--- src/rtl/mul_share_arb.sv ---
// mul_share_arb: round-robin front end sharing one W x W unsigned multiplier between two clients.
// Optional macro MUL_ARB_STATS_EN adds 16-bit per-client grant counters (grant_cnt0/grant_cnt1).
//
// state | meaning
// IDLE  | no operation in flight; ready driven toward the arbitration winner
// BUSY  | operands captured, latency down-counter running
// RESP  | product presented on rsp_* until the consumer takes it
module mul_share_arb #(
  parameter int W   = 8,
  parameter int LAT = 1
) (
  input  logic           clk,
  input  logic           rst_n,
  input  logic           req0_valid,
  input  logic [W-1:0]   req0_a,
  input  logic [W-1:0]   req0_b,
  output logic           req0_ready,
  input  logic           req1_valid,
  input  logic [W-1:0]   req1_a,
  input  logic [W-1:0]   req1_b,
  output logic           req1_ready,
  output logic           rsp_valid,
  output logic           rsp_id,
  output logic [2*W-1:0] rsp_data,
  input  logic           rsp_ready,
  output logic           busy
`ifdef MUL_ARB_STATS_EN
  ,
  output logic [15:0]    grant_cnt0,
  output logic [15:0]    grant_cnt1
`endif
);

  typedef enum logic [1:0] {
    IDLE = 2'd0,
    BUSY = 2'd1,
    RESP = 2'd2
  } state_t;

  state_t         state;
  logic [W-1:0]   a_q;
  logic [W-1:0]   b_q;
  logic           id_q;
  logic           last_grant;
  logic [3:0]     cnt_q;
  logic           grant_any;
  logic           grant_id;
  logic           accept;
  logic [W-1:0]   grant_a;
  logic [W-1:0]   grant_b;
  logic [2*W-1:0] prod;

  // On a tie the client that did not win last time is served.
  always_comb begin
    grant_any = req0_valid | req1_valid;
    if (req0_valid && req1_valid) grant_id = ~last_grant;
    else                          grant_id = req1_valid;
  end

  assign req0_ready = rst_n && (state == IDLE) && grant_any && !grant_id;
  assign req1_ready = rst_n && (state == IDLE) && grant_any && grant_id;
  assign accept     = req0_ready | req1_ready;
  assign grant_a    = grant_id ? req1_a : req0_a;
  assign grant_b    = grant_id ? req1_b : req0_b;
  assign prod       = (2*W)'(a_q) * (2*W)'(b_q);
  assign busy       = (state != IDLE);

  always_ff @(posedge clk or negedge rst_n) begin
    if (!rst_n) begin
      state      <= IDLE;
      a_q        <= '0;
      b_q        <= '0;
      id_q       <= 1'b0;
      last_grant <= 1'b1;
      cnt_q      <= '0;
      rsp_valid  <= 1'b0;
      rsp_id     <= 1'b0;
      rsp_data   <= '0;
    end else begin
      case (state)
        IDLE: begin
          if (accept) begin
            a_q        <= grant_a;
            b_q        <= grant_b;
            id_q       <= grant_id;
            last_grant <= grant_id;
            cnt_q      <= 4'(LAT - 1);
            state      <= BUSY;
          end
        end
        BUSY: begin
          if (cnt_q == 4'd0) begin
            rsp_data  <= prod;
            rsp_id    <= id_q;
            rsp_valid <= 1'b1;
            state     <= RESP;
          end else begin
            cnt_q <= cnt_q - 4'd1;
          end
        end
        RESP: begin
          // rsp_data is deliberately left holding the last product.
          if (rsp_ready) begin
            rsp_valid <= 1'b0;
            state     <= IDLE;
          end
        end
        default: state <= IDLE;
      endcase
    end
  end

`ifdef MUL_ARB_STATS_EN
  always_ff @(posedge clk or negedge rst_n) begin
    if (!rst_n) begin
      grant_cnt0 <= '0;
      grant_cnt1 <= '0;
    end else begin
      if (req0_ready) grant_cnt0 <= grant_cnt0 + 16'd1;
      if (req1_ready) grant_cnt1 <= grant_cnt1 + 16'd1;
    end
  end
`endif

endmodule

--- config.mk ---
export PLATFORM = sky130hd
export DESIGN_NAME = mul_share_arb
export DESIGN_NICKNAME = d
export VERILOG_FILES = /design/src/rtl/mul_share_arb.sv
export SDC_FILE = /design/constraint.sdc
export NUM_CORES = 1
export LEC_CHECK = 0
export BUFFER_PORTS_ARGS = -buffer_cell sky130_fd_sc_hd__clkbuf_2
export CAP_MARGIN = 20
export CORE_MARGIN = 5
export CORE_UTILIZATION = 60
export CTS_BUF_LIST = sky130_fd_sc_hd__clkbuf_16
export CTS_CLUSTER_DIAMETER = 200
export DETAILED_ROUTE_END_ITERATION = 10
export HOLD_SLACK_MARGIN = 0.08
export PLACE_DENSITY = 0.83
export SYNTH_ARGS = -nofsm -noshare
export SYNTH_HDL_FRONTEND = slang
export SYNTH_SLANG_ARGS = --single-unit
--- constraint.sdc ---
create_clock -name clk -period 8.6 [get_ports clk]
set_input_delay 0.43 -clock clk [delete_from_list [all_inputs] [get_ports clk]]
set_output_delay 0.43 -clock clk [all_outputs]
set_load 0.01 [all_outputs]
---- Yosys cells after proc, flatten, opt, wreduce, memory -nomap -nowiden ----
Cells that the tools add are included.
word-level totals
  output and inout bits ................... 21
  word-level logic and storage cells ...... 49
  bits of input ports ..................... 37
  flip-flop bits (word level) ............. 42
operators by class
  bitwise operators ....................... 3
  multiply operators ...................... 1
  equal/unequal tests ..................... 6
  mux-type cells .......................... 13
  reduce and logical (&&, ||, !) cells .... 16
  add/sub/neg operators ................... 1
operators by type and width
  kind                                              number
  multiplier 8 x 8 -> 16 bit                        1
  two-way mux 8 bit                                 2
  AND reduction 3 bit                               3
  two-way mux 4 bit                                 2
  inequality test 2 bit, second input constant      4
  one-hot mux 4 bit (2 select lines)                1
  two-way mux 2 bit                                 3
  one-hot mux 2 bit (3 select lines)                1
  nonzero test 2 bit                                3
  logical AND 1 bit                                 5
  zero test 4 bit                                   1
  AND reduction 2 bit                               2
  subtractor 4 x 1 -> 4 bit, second input constant  1
  two-way mux 1 bit                                 3
  == test 2 x 1 -> 1 bit, second input constant     1
  == test 2 bit, second input constant              1
  zero test 2 bit                                   1
  OR 1 bit                                          2
  one-hot mux 1 bit (2 select lines)                1
  zero test 1 bit                                   1
  inverter 1 bit                                    1

---- Longest topological paths before layout ----
  depth in word-level cells ............... 7
  gate-level depth with buffers ........... 15
  mapped depth without buffers ............ 15

---- Least setup slack after synthesis ----
OpenSTA, ideal clock, no wires.
  kind .................................... flip-flop to flip-flop
  start ................................... register a_q[2]
  end ..................................... register rsp_data[12]
  slack ................................... 4640 ps
  setup time .............................. 135 ps
  stages on the path, launching flop included .. 14
  clock period less this slack ............ 3960 ps
  arrival time ............................ 3825 ps
  data required time ...................... 8465 ps
  path buffers ............................ 0
  cell sequence ........................... dfrtp_1 > and2_1 > fa_1 > fa_1 > fa_1 > inv_1 > fa_1 > inv_1 > ha_1 > a21oi_1 > o211ai_1 > a31oi_1 > xor2_1 > o21ai_0
between the ends
  longest elaborated chain between the ends .. 1
ends and longest elaborated chain
  what                        line  RTL
  start: declaration          41    logic [W-1:0] a_q;
  start signal: assignment    83    a_q <= grant_a;
  multiplier 8 x 8 -> 16 bit  65    assign prod = (2*W)'(a_q) * (2*W)'(b_q);
  end signal: assignment      93    rsp_data <= prod;
  end: declaration            24    output logic [2*W-1:0] rsp_data,
Every way passes these cells.
A chain may end at the register's enable or synchronous reset.

---- Worst setup path after layout ----
  start ................................... register b_q[6]
  end ..................................... register rsp_data[13]
between the ends
  longest elaborated chain between the ends .. 1
ends and longest elaborated chain
  what                        line  RTL
  start: declaration          42    logic [W-1:0] b_q;
  start signal: assignment    84    b_q <= grant_b;
  multiplier 8 x 8 -> 16 bit  65
Every way passes these cells.

==> metrics.yaml <==
yosysUniqueCellTypes: 41
postCtsHoldBufs: 0
cts_buffer_depth: 2
clkLatencyLatePin_ns: 0.28
num_rows: 29
drive_above_1_share: 0.1692
first_iter_violations: 137
ys_ff_latch: 42
diodes: 0
reg2reg_depth: 14
io_buffers: 57
drc: 0
netlist_instances: 403
slowest_stage: "fa_1"
rsz0062_at_grt: "false"
post-route-min-period_ns: 4.346
ant_nets: 0
worst_pin_slew_ns: 0.5535
hp-class: "primary input to async pin"
required_ns: 8.79
cts_buffers: 5
crit_top_cell: "fa_1"
vias: 2960
syn-cell-area_um2: 3899
die_w_um: 90.61
drv_cap: 0
fmax_mhz: 230.1
tns_ns: 0
ioPinCount: 58
postCtsSetupRepairBufs: 0
syn_area_per_cell_um2: 9.674
arrival_ns: 4.54
syn_to_final_growth_pct: 12.68
core_um2: 6350
gp_congestion: 0.8566
grt_max_degree: 45
async_flop_share: 1.000
dp_hpwl_um: 6169
viasPerCell: 5.502
relSlewSlack: 0.6310
dieHeight_um: 90.61
hold_viol_final: 0
nets: 572
rr_endpoint: "rsp_data[13]"
tritoncts: "done"
die-area_um2: 8210
post_cts_resized: 0
start_util: 0.6140
grt_pass1_wl_um: 13900
holdWs_ns: 0.2205
crit_type: "flip-flop to flip-flop"
cts_root_buf: "clkbuf_16"
ys_seq_area_frac: 0.2699
cts.sinks: 42
rrSetupSlack_ns: 4.25
clk_pin_slew_ns: 0.06
first_global_vias: 3097
finalCritPeriodShare: 0.5054
cp_cell_sequence: "nand2_1 > fa_1 > fa_1 > inv_1 > fa_1 > inv_1 > fa_1 > inv_1 > ha_1 > o211ai_1 > a21oi_2 > o2111ai_1 > and3_1 > o31ai_1"
startpoint_type: "flip-flop"
wl_um: 8037
syn-num-nets: 514
layout_common_cells: "clkbuf_2 (57), and2_1 (52), nand2_1 (52), inv_1 (52), dfrtp_1 (41)"
cp_slowest_stage_delay_ns: 0.55
skew_ns: 0.002675
dr.pass1.iters: 4
groute.usage.overall: 0.2027
h-tree-depth: 2
antenna_found_initial: 0
endpoint_kind: "flip-flop"
r2r_start: "b_q[6]"
synth_flop_cell: "dfrtp_1"
status: "completed"
final_common_cell: "clkbuf_2"
crit_fanout: 9
wire_per_inst_um: 14.94
synth_edf_count: 0
grt-ovfl-total: 0
maxSlewViolCount: 0
finalSetupViolCount: 0
ys_warn_count: 0
==> worst max-delay path by stage <==
| stage | start | to | slack [ns] |
|---|---|---|---|
| 6_report | b_q[6] | rsp_data[13] | 4.25 |
| 4_1_cts | b_q[7] | rsp_data[13] | 4.25 |
| 3_5_place_dp | b_q[6] | rsp_data[13] | 4.31 |
| 3_3_place_gp | a_q[2] | rsp_data[14] | 4.47 |
| 2_1_floorplan | a_q[2] | rsp_data[12] | 4.64 |
| 5_1_grt | b_q[6] | rsp_data[13] | 4.04 |
==> cell usage after synthesis (2+ instances only) <==
cell type,number,area [um2]
and2_1,52,325.3
xor2_1,10,87.58
o211ai_1,4,30.03
mux2_2,2,22.52
buf_4,2,15.01
mux2i_1,17,170.2
and3_1,2,12.51
a31oi_1,2,12.51
fa_1,36,720.7
nand2b_1,2,12.51
nand3_1,2,10.01
a21oi_1,12,60.06
nand2_1,52,195.2
ha_1,38,475.5
a21boi_0,2,15.01
xnor2_1,2,17.52
a22o_1,2,17.52
o31ai_1,2,15.01
dfrtp_1,41,1026
nor2_1,7,26.28
clkbuf_1,5,18.77
nor2b_1,2,12.51
inv_1,51,191.4
o21ai_0,33,165.2
a21o_1,5,37.54
mux2_4,3,45.04
==> cells by family (layout without fill, tap and decap cells) <==
| family | count (synthesis) | in the layout | synth area share |
|---|---|---|---|
| compound gates | 69 | 69 | 0.1056 |
| buf+inv | 60 | 118 | 0.06194 |
| fa+ha+maj | 74 | 74 | 0.3068 |
| xor+xnor | 12 | 12 | 0.02696 |
| simple gates | 124 | 124 | 0.1678 |
| flops | 42 | 42 | 0.2699 |
| mux | 22 | 22 | 0.06097 |
==> critical path: cells and delay by family, from the launching register on <==
family                     cells  cell delay, ns
AOI/OAI and AO/OA              4            0.78
adders and majority gates      5            2.48
buffers and inverters          3            0.15
DFF                            1            0.49
and+or+nand+nor                2            0.36
==> final cells by class <==
cell class | instances | area, um2
clock buffer | 5 | 125.1
clock inverter | 2 | 11.26
fill | 486 | 1957
inverter | 51 | 191.4
multi-input combinational | 301 | 2609
sequential | 42 | 1052
tap | 77 | 96.34
timing repair buffer | 60 | 307.8
==> state kept, by name, summed over array words and instances (netlist names) <==
| name | count |
|---|---|
| a_q | 8 |
| last_grant | 1 |
| rsp_data | 16 |
| state | 2 |
| id_q | 1 |
| b_q | 8 |
| cnt_q | 4 |
| rsp_id | 1 |
| rsp_valid | 1 |
==> layer usage <==
metal | track usage | share of wire
met1 | 0.2493 | 0.40
met2 | 0.3686 | 0.54
met3 | 0.03583 | 0.037
met4 | 0.04342 | 0.016
met5 | 0 | 0
==> stage by stage <==
stage | util | instances | setup slack (ns) | instance area [um2]
after floorplan | - | 403 | 4.640 | 3899
after global placement | 0.6703 | 531 | 4.473 | 4257
after detailed placement | 0.6703 | 531 | 4.308 | 4257
after CTS | 0.6918 | 538 | 4.251 | 4393
after global routing | 0.6918 | 538 | 4.037 | 4393
final | 0.6918 | 538 | 4.254 | 4393
Power is left out: the tool's default activity adds up to more than one toggle a clock period on the data nets, which glitch-free logic cannot reach.
